**src/rtl/seg_pkg.sv**
```systemverilog
// Shared types and constants for the seven-segment write-side controller.
package seg_pkg;

  localparam int NUM_DIGITS = 4;

  typedef logic [1:0] digit_idx_t;
  typedef logic [3:0] nibble_t;

  // Requester identity; also the encoding of the arbiter's `last` pointer.
  typedef enum logic {
    REQ_A = 1'b0,
    REQ_B = 1'b1
  } req_id_t;

  // A digit is lit unless it is blink-enabled and the blink phase is high.
  function automatic logic [NUM_DIGITS-1:0] digit_enables(
    input logic [NUM_DIGITS-1:0] mask,
    input logic                  phase
  );
    return ~(mask & {NUM_DIGITS{phase}});
  endfunction

endpackage : seg_pkg

```
**src/rtl/rr_arb2.sv**
```systemverilog
// Two-way round-robin arbiter. `last` remembers the most recent winner so
// a requester that keeps req high cannot starve the other one.
module rr_arb2
  import seg_pkg::*;
(
  input  logic clk,
  input  logic rst,
  input  logic req_a,
  input  logic req_b,
  input  logic hold,
  output logic gnt_a,
  output logic gnt_b
);

  req_id_t last_q;
  req_id_t last_d;

  // Grant decision; reset and hold force both grants low.
  always_comb begin
    // NOTE: every output of a combinational block gets a default first, so
    // no path leaves it unassigned and no latch is inferred.
    gnt_a = 1'b0;
    gnt_b = 1'b0;
    if (!rst && !hold) begin
      if (req_a && req_b) begin
        gnt_a = (last_q == REQ_B);
        gnt_b = (last_q == REQ_A);
      end else begin
        gnt_a = req_a;
        gnt_b = req_b;
      end
    end
  end

  // Pointer moves only on a cycle that actually granted someone.
  always_comb begin
    last_d = last_q;
    if (gnt_a) begin
      last_d = REQ_A;
    end else if (gnt_b) begin
      last_d = REQ_B;
    end
  end

  // Pointer register; starts at B so A wins the first tie.
  always_ff @(posedge clk or posedge rst) begin
    if (rst) begin
      // NOTE: sequential state uses non-blocking assignments so every flop
      // samples pre-edge values regardless of block ordering.
      last_q <= REQ_B;
    end else begin
      last_q <= last_d;
    end
  end

endmodule : rr_arb2

```
**src/rtl/seg_disp_ctrl.sv**
```systemverilog
// Write-side controller for the quad seven-segment display: arbitrates two
// nibble writers, holds the four digit values and generates per-digit blink.
module seg_disp_ctrl
  import seg_pkg::*;
#(
  parameter int BLINK_DIV = 24
) (
  input  logic       clk,
  input  logic       rst,
  input  logic       req_a,
  input  logic [1:0] idx_a,
  input  logic [3:0] dat_a,
  output logic       gnt_a,
  input  logic       req_b,
  input  logic [1:0] idx_b,
  input  logic [3:0] dat_b,
  output logic       gnt_b,
  input  logic       clr,
  input  logic       blink_wr,
  input  logic [3:0] blink_in,
  output logic [3:0] val0,
  output logic [3:0] val1,
  output logic [3:0] val2,
  output logic [3:0] val3,
  output logic [3:0] dig_on
);

  nibble_t                 val_q [NUM_DIGITS];
  nibble_t                 val_d [NUM_DIGITS];
  logic [NUM_DIGITS-1:0]   blink_mask_q;
  logic [NUM_DIGITS-1:0]   blink_mask_d;
  logic [BLINK_DIV-1:0]    cnt_q;
  logic [BLINK_DIV-1:0]    cnt_d;
  logic [NUM_DIGITS-1:0]   dig_on_q;
  logic [NUM_DIGITS-1:0]   dig_on_d;
  logic                    phase;

  // clr holds off both grants so a pending request survives the clear.
  rr_arb2 u_arb (
    .clk   (clk),
    .rst   (rst),
    .req_a (req_a),
    .req_b (req_b),
    .hold  (clr),
    .gnt_a (gnt_a),
    .gnt_b (gnt_b)
  );

  assign phase = cnt_q[BLINK_DIV-1];

  // Next digit values: clear wins, otherwise the granted writer commits.
  always_comb begin
    for (int i = 0; i < NUM_DIGITS; i++) begin
      val_d[i] = val_q[i];
    end
    if (clr) begin
      for (int i = 0; i < NUM_DIGITS; i++) begin
        val_d[i] = '0;
      end
    end else if (gnt_a) begin
      val_d[idx_a] = dat_a;
    end else if (gnt_b) begin
      val_d[idx_b] = dat_b;
    end
  end

  // Next blink state: mask load, free-running counter, lit-digit pattern.
  always_comb begin
    blink_mask_d = blink_wr ? blink_in : blink_mask_q;
    cnt_d        = cnt_q + BLINK_DIV'(1);
    dig_on_d     = digit_enables(blink_mask_q, phase);
  end

  // State registers.
  always_ff @(posedge clk or posedge rst) begin
    if (rst) begin
      // NOTE: the digit store is only four nibbles of flops, not a RAM, so it
      // is reset along with everything else to give a blank display.
      for (int i = 0; i < NUM_DIGITS; i++) begin
        val_q[i] <= '0;
      end
      blink_mask_q <= '0;
      cnt_q        <= '0;
      dig_on_q     <= '1;
    end else begin
      for (int i = 0; i < NUM_DIGITS; i++) begin
        val_q[i] <= val_d[i];
      end
      blink_mask_q <= blink_mask_d;
      cnt_q        <= cnt_d;
      dig_on_q     <= dig_on_d;
    end
  end

  assign val0   = val_q[0];
  assign val1   = val_q[1];
  assign val2   = val_q[2];
  assign val3   = val_q[3];
  assign dig_on = dig_on_q;

endmodule : seg_disp_ctrl

```
**config.mk**
```make
export PLATFORM = sky130hd
export DESIGN_NAME = seg_disp_ctrl
export DESIGN_NICKNAME = d
export VERILOG_FILES = /design/src/rtl/seg_pkg.sv /design/src/rtl/rr_arb2.sv /design/src/rtl/seg_disp_ctrl.sv
export SDC_FILE = /design/constraint.sdc
export NUM_CORES = 1
export LEC_CHECK = 0
export BUFFER_PORTS_ARGS = -buffer_cell sky130_fd_sc_hd__buf_4
export CORE_UTILIZATION = 55
export DETAILED_ROUTE_END_ITERATION = 10
export PLACE_DENSITY_LB_ADDON = 0.15
export SETUP_SLACK_MARGIN = 0.1
export SLEW_MARGIN = 20
export SYNTH_ARGS = -nofsm -noshare
export SYNTH_HDL_FRONTEND = slang
export SYNTH_HIERARCHICAL = 1
export SYNTH_SLANG_ARGS = --single-unit
```
**constraint.sdc**
```tcl
create_clock -name clk -period 2.6 [get_ports clk]
set_input_delay 0.39 -clock clk [delete_from_list [all_inputs] [get_ports clk]]
set_output_delay 0.39 -clock clk [all_outputs]
set_load 0.1 [all_outputs]
```
==> results.sh, run 1 <==
export IMPL_power_per_cell_area_nw_per_um2=563
export IMPL_drt_first_iter_violations=164
export IMPL_cts_repair_resize_count=0
export IMPL_fp_row_count=23
export IMPL_worst_ir_drop_vdd_uv=321
export IMPL_antenna_violations_before_repair=0
export IMPL_floorplan_initialDensity=0.576
export IMPL_outcome="finished clean"
export IMPL_global_route_wire_length_before_repair_um=7330
export IMPL_synthCells=205
export IMPL_clkSinkCount=49
export IMPL_synth_warning_count=6
export IMPL_vias_per_cell=5.64
export IMPL_sw_frac_of_total=0.268
export IMPL_path_class="register to register"
export IMPL_transition_at_the_pin_with_the_smallest_max_transition_slack_ns=0.653
export IMPL_routed_wire_per_std_cell_um=14.8
export IMPL_buffer_ports_inserted=43
export IMPL_register_area_share_after_synthesis=0.531
export IMPL_ys_dominant_reg_cell="sky130_fd_sc_hd__dfrtp_1"
export IMPL_max_cap_violations=0
export IMPL_layout_cell_area_non_filler_um2=2820
export IMPL_mappedNetlistNets=228
export IMPL_totalNegativeSetupSlack_ns=0
export IMPL_io_pins=44
export IMPL_final_max_slew_viol_count=0
export IMPL_post_synth_top_area_cell="sky130_fd_sc_hd__dfrtp_1"
export IMPL_post_route_cells_drive_above_1_share=0.304
export IMPL_die_h_um=67.0
export IMPL_grt_pass1_vias=1590
export IMPL_gr_total_overflow=0
export IMPL_endpoint_kind="register"
export IMPL_synthMostInstantiatedCell="sky130_fd_sc_hd__dfrtp_1"
export IMPL_cts_htree_levels=2
export IMPL_fin_crit_sh=0.781
export IMPL_finalNetCount=272
export IMPL_clkPwrFrac=0.354
export IMPL_share_comb_of_total_power=0.146
export IMPL_ctsHoldBuffers=0
export IMPL_finClkSkew_ns=0.00456
export IMPL_period_minus_slack_ns=2.03
export IMPL_cts_inserted_buffers=5
export IMPL_clock_latency_ns=0.30
export IMPL_grt_setup_unrepaired="no"
export IMPL_synth_top_area_share=0.474
export IMPL_ctsRootBufferMaster="sky130_fd_sc_hd__clkbuf_8"
export IMPL_die_area_um2=4480
export IMPL_drc=0
export IMPL_p_switching_mw=0.426
export IMPL_drt_first_pass_iters=4
export IMPL_syn_to_final_growth_pct=21.6
export IMPL_worst_endpoint_arrival_ns=2.23
export IMPL_grt_usage=0.222
export IMPL_maximum_number_of_pins_on_one_net_before_global_route_repair=49
export IMPL_path_max_fanout=12
export IMPL_leakage_component_of_the_power_nw=1.29
export IMPL_post_dp_hpwl_um=3080
export IMPL_number_of_enable_type_register_cells_in_the_synthesized_netlist=0
export IMPL_seqPwrFrac=0.500
export IMPL_fmax_ghz=0.492
export IMPL_timing_final_setup_violations=0
export IMPL_ys_seq_elements=49
export IMPL_synth_top_cells_by_area="sky130_fd_sc_hd__dfrtp_1 (47%), sky130_fd_sc_hd__a32oi_1 (6.0%), sky130_fd_sc_hd__dfstp_2 (5.7%)"
export IMPL_totalWireLength_um=4440
export IMPL_postCtsSetupRepairBufs=0
export IMPL_post_place_ws_ns=0.316
export IMPL_worst_hold_path_type="primary input to async pin"
export IMPL_antenna_diode_count=0
export IMPL_synthesis_area_um2=2320
export IMPL_syn_area_per_cell_um2=11.3
export IMPL_final_worst_setup_slack_ns=0.568
export IMPL_gpl_final_weighted_congestion=0.797
export IMPL_tritoncts="yes"
export IMPL_timing_final_hold_violations=0
export IMPL_post_synth_num_cell_types=36
export IMPL_via_count=1692
export IMPL_ant_nets=0
export IMPL_critPathLaunchType="register"
export IMPL_synthArstFlopShare=1.00
export IMPL_ctsLongestPathBuffers=2
export IMPL_placeableCoreArea_um2=4030
export IMPL_netlist_top_cells_count="sky130_fd_sc_hd__dfrtp_1 (44), sky130_fd_sc_hd__nand2_1 (28), sky130_fd_sc_hd__a32oi_1 (16), sky130_fd_sc_hd__o31ai_1 (16), sky130_fd_sc_hd__xor2_1 (14)"
export IMPL_placedInstanceArea_um2=2710
export IMPL_p_int_mw=1.16
export IMPL_clk_pin_slew_worst_paths_ns=0.09
export IMPL_max_slew_margin=0.561
export IMPL_floorplan_die_width_um=67.0
export IMPL_worst_endpoint_required_ns=2.80
==> metal layers <==
metal,global-route usage,up-vias,routed length [µm]
li1,-,826,-
met1,0.313,801,2060
met2,0.322,59,2030
met3,0.0565,6,280
met4,0.0931,0,65
met5,0,-,0
==> logic make-up (layout without fill, tap and decap cells) <==
logic type      after synthesis  in the layout  synth area share
compound gates               38             38             0.143
xor+xnor                     22             22            0.0830
fa+ha+maj                     1              1           0.00539
buf+inv                      16             61            0.0296
flops                        49             49             0.531
mux                           5              5            0.0237
simple gates                 74             74             0.184
==> power groups by stage <==
stage / logic (mW) / clock network (mW) / registers, mW
after floorplan: 0.0878 / 0 / 0.881
after global placement: 0.231 / 0 / 0.808
final: 0.231 / 0.562 / 0.794
after CTS: 0.232 / 0.572 / 0.794
after global routing: 0.246 / 0.601 / 0.796
after detailed placement: 0.232 / 0 / 0.809
==> worst max-delay path, stage by stage, from the launching register on <==
cell	delay, ns
sky130_fd_sc_hd__dfstp_2	0.56
sky130_fd_sc_hd__inv_1	0.08
sky130_fd_sc_hd__a21boi_4	0.31
sky130_fd_sc_hd__nor2b_1	0.19
sky130_fd_sc_hd__a221oi_2	0.58
sky130_fd_sc_hd__nand2_1	0.11
sky130_fd_sc_hd__o31ai_1	0.09
==> metrics by stage <==
stage | hold slack (ns) | power [mW] | std cells | util
after floorplan | 0.280 | 0.969 | 205 | -
after global placement | 0.375 | 1.04 | 292 | 0.671
after detailed placement | 0.380 | 1.04 | 292 | 0.671
after CTS | 0.0908 | 1.60 | 300 | 0.700
after global routing | 0.108 | 1.64 | 300 | 0.700
final | 0.0969 | 1.59 | 300 | 0.700
==> flip-flops by register name, summed over array words and instances (netlist names) <==
| register | count |
|---|---|
| cnt_q | 24 |
| blink_mask_q | 4 |
| dig_on | 4 |
| val0 | 4 |
| val1 | 4 |
| val2 | 4 |
| val3 | 4 |
| u_arb/last_q | 1 |
==> area by class of cell <==
cell class | count | area, µm²
clock buffer | 7 | 86.3
clock inverter | 1 | 30.0
fill | 301 | 1210
inverter | 8 | 30.0
multi-input combinational | 140 | 1040
sequential | 49 | 1230
tap | 50 | 62.6
timing repair buffer | 45 | 338
==> path summary, 6_finish.rpt <==
check,start,endpoint,slack [ns],depth (start not counted)
hold / removal,rst,u_arb/last_q,0.1,2
hold reg to reg,blink_mask_q[3],dig_on[3],0.40,1
max in group asynchronous,rst,blink_mask_q[0],1.94,3
min in group clk,blink_in[1],blink_mask_q[1],0.32,2
setup reg to reg,u_arb/last_q,val2[0],0.57,6
setup / recovery,u_arb/last_q,val2[0],0.57,6
==> cell usage in the layout, fill, tap and decap left out, types with 2 or more instances in the layout <==
cell type,count
sky130_fd_sc_hd__xnor2_1,8
sky130_fd_sc_hd__nand4_1,2
sky130_fd_sc_hd__nor3_2,4
sky130_fd_sc_hd__o31ai_1,16
sky130_fd_sc_hd__nor2_1,9
sky130_fd_sc_hd__dfstp_2,5
sky130_fd_sc_hd__dfrtp_1,44
sky130_fd_sc_hd__mux2_2,4
sky130_fd_sc_hd__nand2_1,28
sky130_fd_sc_hd__inv_1,7
sky130_fd_sc_hd__nor3_1,2
sky130_fd_sc_hd__nand3_1,7
sky130_fd_sc_hd__nor2b_1,9
sky130_fd_sc_hd__nor4_4,2
sky130_fd_sc_hd__buf_4,45
sky130_fd_sc_hd__a221oi_2,4
sky130_fd_sc_hd__a32oi_1,16
sky130_fd_sc_hd__xor2_1,14
sky130_fd_sc_hd__clkbuf_8,6
No activity file was read; power rests on OpenSTA's default activity.
==> run 2: changes to the inputs <==
- CORE_UTILIZATION: 55 -> 49
- clock period: 2.6 -> 1.75 ns (I/O delays scaled with it)
==> run 2 against run 1 <==
  * The run now ends with DRC left
  * Non-clock buffer count up 16
  * Via count up 4.8%
  * Utilization is 0.63 points lower
  * Highest routed layer unchanged
  * Critical endpoint is now gnt_a
  * Register-to-register slack got worse by 0.46 ns
  * Final area is 9.3% higher
  * Combinational power grew 72%
==> results.sh, run 2 (synthesized netlist as in run 1, its figures left out) <==
export IMPL_outcome="finished with violations"
export IMPL_io_pins=44
export IMPL_tritoncts="yes"
export IMPL_layout_cells_most_common="sky130_fd_sc_hd__buf_4"
export IMPL_slowest_cell_on_the_critical_path="sky130_fd_sc_hd__dfstp_2"
export IMPL_buffer_ports_inserted=43
export IMPL_via_count=1774
export IMPL_critPathLaunchType="register"
export IMPL_clkSinkCount=49
export IMPL_ant_nets=0
export IMPL_post_route_cells_drive_above_1_share=0.391
export IMPL_maximum_number_of_pins_on_one_net_before_global_route_repair=49
export IMPL_transition_at_the_pin_with_the_smallest_max_transition_slack_ns=0.547
export IMPL_placeableCoreArea_um2=4440
export IMPL_critical_path_top_delay_family="flip-flops"
export IMPL_antenna_diode_count=0
export IMPL_drt_first_iter_violations=98
export IMPL_floorplan_die_width_um=70.8
export IMPL_grt_setup_unrepaired="yes"
export IMPL_grt_pass1_vias=1718
export IMPL_fp_row_count=24
export IMPL_cts_inserted_buffers=5
export IMPL_fin_crit_sh=0.940
export IMPL_fmax_ghz=0.608
export IMPL_die_h_um=70.8
export IMPL_post_dp_hpwl_um=3120
export IMPL_timing_final_hold_violations=0
export IMPL_clk_pin_slew_worst_paths_ns=0.08
export IMPL_ctsLongestPathBuffers=2
export IMPL_vias_per_cell=5.58
export IMPL_grt_usage=0.197
export IMPL_worst_hold_path_type="primary input to async pin"
export IMPL_path_class="register to output port"
export IMPL_max_cap_violations=0
export IMPL_finalPower_mw=2.36
export IMPL_violations="DRC"
export IMPL_timing_final_setup_violations=0
export IMPL_cts_htree_levels=2
export IMPL_worst_endpoint_arrival_ns=1.38
export IMPL_global_route_wire_length_before_repair_um=7780
export IMPL_registers_top_by_ff_count="cnt_q"
export IMPL_routed_wire_per_std_cell_um=14.4
export IMPL_drc=4
export IMPL_clock_latency_ns=0.30
export IMPL_worst_endpoint_required_ns=1.49
export IMPL_ctsRootBufferMaster="sky130_fd_sc_hd__clkbuf_8"
export IMPL_layout_common_cells="sky130_fd_sc_hd__buf_4 (54), sky130_fd_sc_hd__dfrtp_1 (43), sky130_fd_sc_hd__nand2_1 (28), sky130_fd_sc_hd__a32oi_1 (15), sky130_fd_sc_hd__o31ai_1 (15)"
export IMPL_final_core_util=0.694
export IMPL_n_fill_cell=348
export IMPL_cp_slowest_stage_delay_ns=0.55
export IMPL_worst_ir_drop_vdd_uv=443
export IMPL_finalNetCount=288
export IMPL_floorplan_initialDensity=0.522
export IMPL_totalWireLength_um=4570
export IMPL_leakage_component_of_the_power_nw=1.40
export IMPL_largest_register_ff_count=24
export IMPL_max_slew_margin=0.635
export IMPL_syn_to_final_growth_pct=32.9
export IMPL_finClkSkew_ns=0.00871
export IMPL_totalNegativeSetupSlack_ns=0
export IMPL_post_place_ws_ns=-0.494
export IMPL_gpl_final_weighted_congestion=0.876
export IMPL_crit_chain="inv_2 > a21boi_4 > buf_6 > buf_12"
export IMPL_endpoint_kind="output port"
export IMPL_die_area_um2=5020
export IMPL_power_per_cell_area_nw_per_um2=764
export IMPL_worstPathBufferInverterCount=3
export IMPL_period_minus_slack_ns=1.64
export IMPL_final_worst_setup_slack_ns=0.106
export IMPL_final_max_slew_viol_count=0
export IMPL_gr_total_overflow=0
export IMPL_path_max_fanout=3
export IMPL_antenna_violations_before_repair=0
export IMPL_drt_first_pass_iters=7
==> run 2: changes by cell type in the layout (fill, tap and decap cells not counted), sizes merged <==
cell	before	now
buf	45	61
clkbuf	7	6
clkinv	0	1
==> run 2: routing by layer <==
layer	share of wire	track usage
met5	0	0
met4	0.011	0.0578
met3	0.043	0.0427
met2	0.47	0.316
met1	0.48	0.270
==> run 2: per-stage QoR <==
step	cells	hold WS (ns)	area [µm²]
floorplan	205	0.152	2400
detailed placement	304	0.381	2840
global placement	304	0.374	2840
finish	318	0.0996	3080
global route	318	0.115	3080
CTS	314	0.0954	2990
==> run 2: area by class of cell <==
type | count | area (µm²) | area share
clock buffer | 6 | 72.6 | 0.0235
clock inverter | 2 | 35.0 | 0.0114
inverter | 8 | 30.0 | 0.00974
multi-input combinational | 140 | 1140 | 0.369
sequential | 49 | 1230 | 0.400
tap | 52 | 65.1 | 0.0211
timing repair buffer | 61 | 510 | 0.166
==> run 2: where the power goes <==
part           internal [mW]  total [mW]  leakage (nW)  switching, mW
logic                  0.131       0.398         0.708          0.267
clock network          0.424       0.779        0.0552          0.354
registers               1.16        1.18         0.640         0.0164
==> run 2: final timing paths <==
check	from	endpoint	slack [ns]	cells after the start
setup reg to reg	u_arb/last_q	val2[1]	0.11	7
hold / removal	rst	u_arb/last_q	0.1	3
setup / recovery	u_arb/last_q	gnt_a	0.11	4
max in group asynchronous	rst	dig_on[1]	1.34	4
min in group clk	blink_in[0]	blink_mask_q[0]	0.20	2
hold reg to reg	blink_mask_q[1]	dig_on[1]	0.39	1
==> run 2: what timing repair did <==
item                                    CTS  global route
pin swaps                                 1             8
endpoints found under the setup margin   17            22
resized for setup                         7            16
setup buffers                             2             4
hold buffers                              0             0
==> run 2: worst register-to-register path: stages, from the launching register on <==
cell	delay, ns
sky130_fd_sc_hd__dfstp_2	0.55
sky130_fd_sc_hd__inv_2	0.06
sky130_fd_sc_hd__a21boi_4	0.18
sky130_fd_sc_hd__buf_4	0.15
sky130_fd_sc_hd__buf_12	0.14
sky130_fd_sc_hd__a221oi_4	0.07
sky130_fd_sc_hd__buf_6	0.17
sky130_fd_sc_hd__o31ai_1	0.22
==> run 3: changes to the inputs <==
- clock period: 1.75 -> 1.5 ns (I/O delays scaled with it)
==> run 3 against run 2 <==
  * The run ends with setup timing left
  * Register-to-register slack got worse by 0.32 ns
  * Final area increased by 9.7%
  * Sequential power rose by 17%
  * Critical endpoint is now val1[2]
  * Largest cell class is now multi-input combinational cells
  * Largest power group unchanged
==> results.sh, run 3 (synthesized netlist as in run 1, its figures left out) <==
export IMPL_period_minus_slack_ns=1.71
export IMPL_grt_setup_unrepaired="yes"
export IMPL_tritoncts="yes"
export IMPL_io_pins=44
export IMPL_post_route_cells_drive_above_1_share=0.476
export IMPL_critical_path_reg2reg_startpoint="u_arb/last_q"
export IMPL_outcome="finished with violations"
export IMPL_reg2reg_setup_slack_ns=-0.21
export IMPL_cts_inserted_buffers=5
export IMPL_post_place_ws_ns=-0.694
export IMPL_endpoint_kind="register"
export IMPL_drt_first_iter_violations=113
export IMPL_syn_to_final_growth_pct=45.8
export IMPL_power_per_cell_area_nw_per_um2=769
export IMPL_timing_final_setup_violations=20
export IMPL_totalWireLength_um=5240
export IMPL_ctsRootBufferMaster="sky130_fd_sc_hd__clkbuf_8"
export IMPL_final_core_util=0.761
export IMPL_floorplan_initialDensity=0.522
export IMPL_critPathLaunchType="register"
export IMPL_transition_at_the_pin_with_the_smallest_max_transition_slack_ns=0.486
export IMPL_path_max_fanout=15
export IMPL_grt_pass1_vias=1775
export IMPL_finalNetCount=312
export IMPL_fp_row_count=24
export IMPL_gpl_final_weighted_congestion=0.898
export IMPL_die_area_um2=5020
export IMPL_max_slew_margin=0.675
export IMPL_antenna_diode_count=0
export IMPL_fin_crit_sh=1.14
export IMPL_ant_nets=0
export IMPL_drc=0
export IMPL_clkSinkCount=49
export IMPL_vias_per_cell=5.48
export IMPL_maximum_number_of_pins_on_one_net_before_global_route_repair=43
export IMPL_finClkSkew_ns=0.00580
export IMPL_leakage_component_of_the_power_nw=1.66
export IMPL_logic_depth_of_the_worst_register_to_register_path=6
export IMPL_worst_ir_drop_vdd_uv=769
export IMPL_floorplan_die_width_um=70.8
export IMPL_grt_usage=0.208
export IMPL_antenna_violations_before_repair=0
export IMPL_gr_total_overflow=0
export IMPL_clock_latency_ns=0.30
export IMPL_clk_pin_slew_worst_paths_ns=0.09
export IMPL_worst_endpoint_arrival_ns=1.91
export IMPL_final_max_slew_viol_count=0
export IMPL_routed_wire_per_std_cell_um=15.3
export IMPL_ctsLongestPathBuffers=2
export IMPL_worst_hold_path_type="primary input to async pin"
export IMPL_buffer_ports_inserted=43
export IMPL_global_route_wire_length_before_repair_um=8200
export IMPL_path_class="register to register"
export IMPL_largest_register_ff_count=24
export IMPL_post_dp_hpwl_um=3470
export IMPL_timing_rr_end="val1[2]"
export IMPL_final_worst_setup_slack_ns=-0.211
export IMPL_via_count=1873
export IMPL_max_cap_violations=0
export IMPL_drt_first_pass_iters=6
export IMPL_worst_endpoint_required_ns=1.70
export IMPL_placeableCoreArea_um2=4440
export IMPL_violations="setup timing"
export IMPL_layout_cells_most_common="sky130_fd_sc_hd__buf_4"
export IMPL_cts_htree_levels=2
export IMPL_die_h_um=70.8
export IMPL_fmax_ghz=0.584
export IMPL_layout_common_cells="sky130_fd_sc_hd__buf_4 (74), sky130_fd_sc_hd__dfrtp_1 (44), sky130_fd_sc_hd__nand2_1 (26), sky130_fd_sc_hd__a32oi_1 (16), sky130_fd_sc_hd__o31ai_1 (16)"
export IMPL_timing_final_hold_violations=0
export IMPL_registers_top_by_ff_count="cnt_q"
## run 3: cell count changes in the layout (fill, tap and decap cells not counted), moves of 3 or more
cell,delta
sky130_fd_sc_hd__nor3_2,-3
sky130_fd_sc_hd__xnor2_2,+3
sky130_fd_sc_hd__xnor2_1,-3
sky130_fd_sc_hd__nor3_4,+5
sky130_fd_sc_hd__buf_4,+20
sky130_fd_sc_hd__nor2_4,+3
## run 3: power breakdown
part	internal (mW)	switching [mW]	leakage, nW
clock network	0.322	0.429	0.0439
logic	0.161	0.314	0.975
registers	1.36	0.0199	0.640
total	1.84	0.763	1.66
## run 3: final cells by class
cell class              instances  area (µm²)
multi-input cells             140        1260
clock inverters                 3        17.5
fillers                       300        1060
repair buffers                 85         713
flip-flops and latches         49        1230
inverters                       8        30.0
clock buffers                   5        68.8
well taps                      52        65.1
## run 3: per-stage QoR
stage / power [mW] / instances / setup TNS, ns / hold WS, ns / area, µm²
floorplan: 1.70 / 205 / -12.01 / 0.115 / 2430
global placement: 1.84 / 319 / -9.76 / 0.284 / 2980
detailed placement: 1.84 / 319 / -10.95 / 0.288 / 2980
CTS: 2.61 / 336 / -1.37 / 0.0589 / 3230
global route: 2.70 / 342 / -4.35 / 0.0628 / 3380
finish: 2.60 / 342 / -1.64 / 0.0574 / 3380
## run 3: what timing repair did
action,CTS,global route
setup buffers,8,7
endpoints found under the setup margin,29,32
resized for setup,23,21
hold buffers,1,0
hold endpoints to repair,6,0
pin swaps,19,14
## run 3: how the worst max path moves through the flow
stage	startpoint	end	slack, ns	cells past startpoint
after floorplan	u_arb/last_q	val0[3]	-0.75	7
after global placement	rst	val1[0]	-0.60	6
after detailed placement	rst	val1[1]	-0.69	6
after CTS	u_arb/last_q	val1[0]	-0.11	6
after global routing	u_arb/last_q	val1[0]	-0.30	7
final	u_arb/last_q	val1[2]	-0.21	6
## run 3: per-layer routing
| layer | vias to the layer above | wire (µm) | global-route usage |
|---|---|---|---|
| met5 | - | 0 | 0 |
| met4 | 0 | 51 | 0.0511 |
| met3 | 6 | 220 | 0.0442 |
| met2 | 50 | 2580 | 0.316 |
| met1 | 908 | 2390 | 0.307 |
| li1 | 909 | - | - |
## run 3: worst max-delay path: stages (launching register included)
cell,delay (ns)
sky130_fd_sc_hd__dfstp_2,0.55
sky130_fd_sc_hd__inv_2,0.05
sky130_fd_sc_hd__a21boi_4,0.18
sky130_fd_sc_hd__buf_4,0.28
sky130_fd_sc_hd__a221oi_4,0.12
sky130_fd_sc_hd__buf_4,0.18
sky130_fd_sc_hd__o31ai_1,0.25
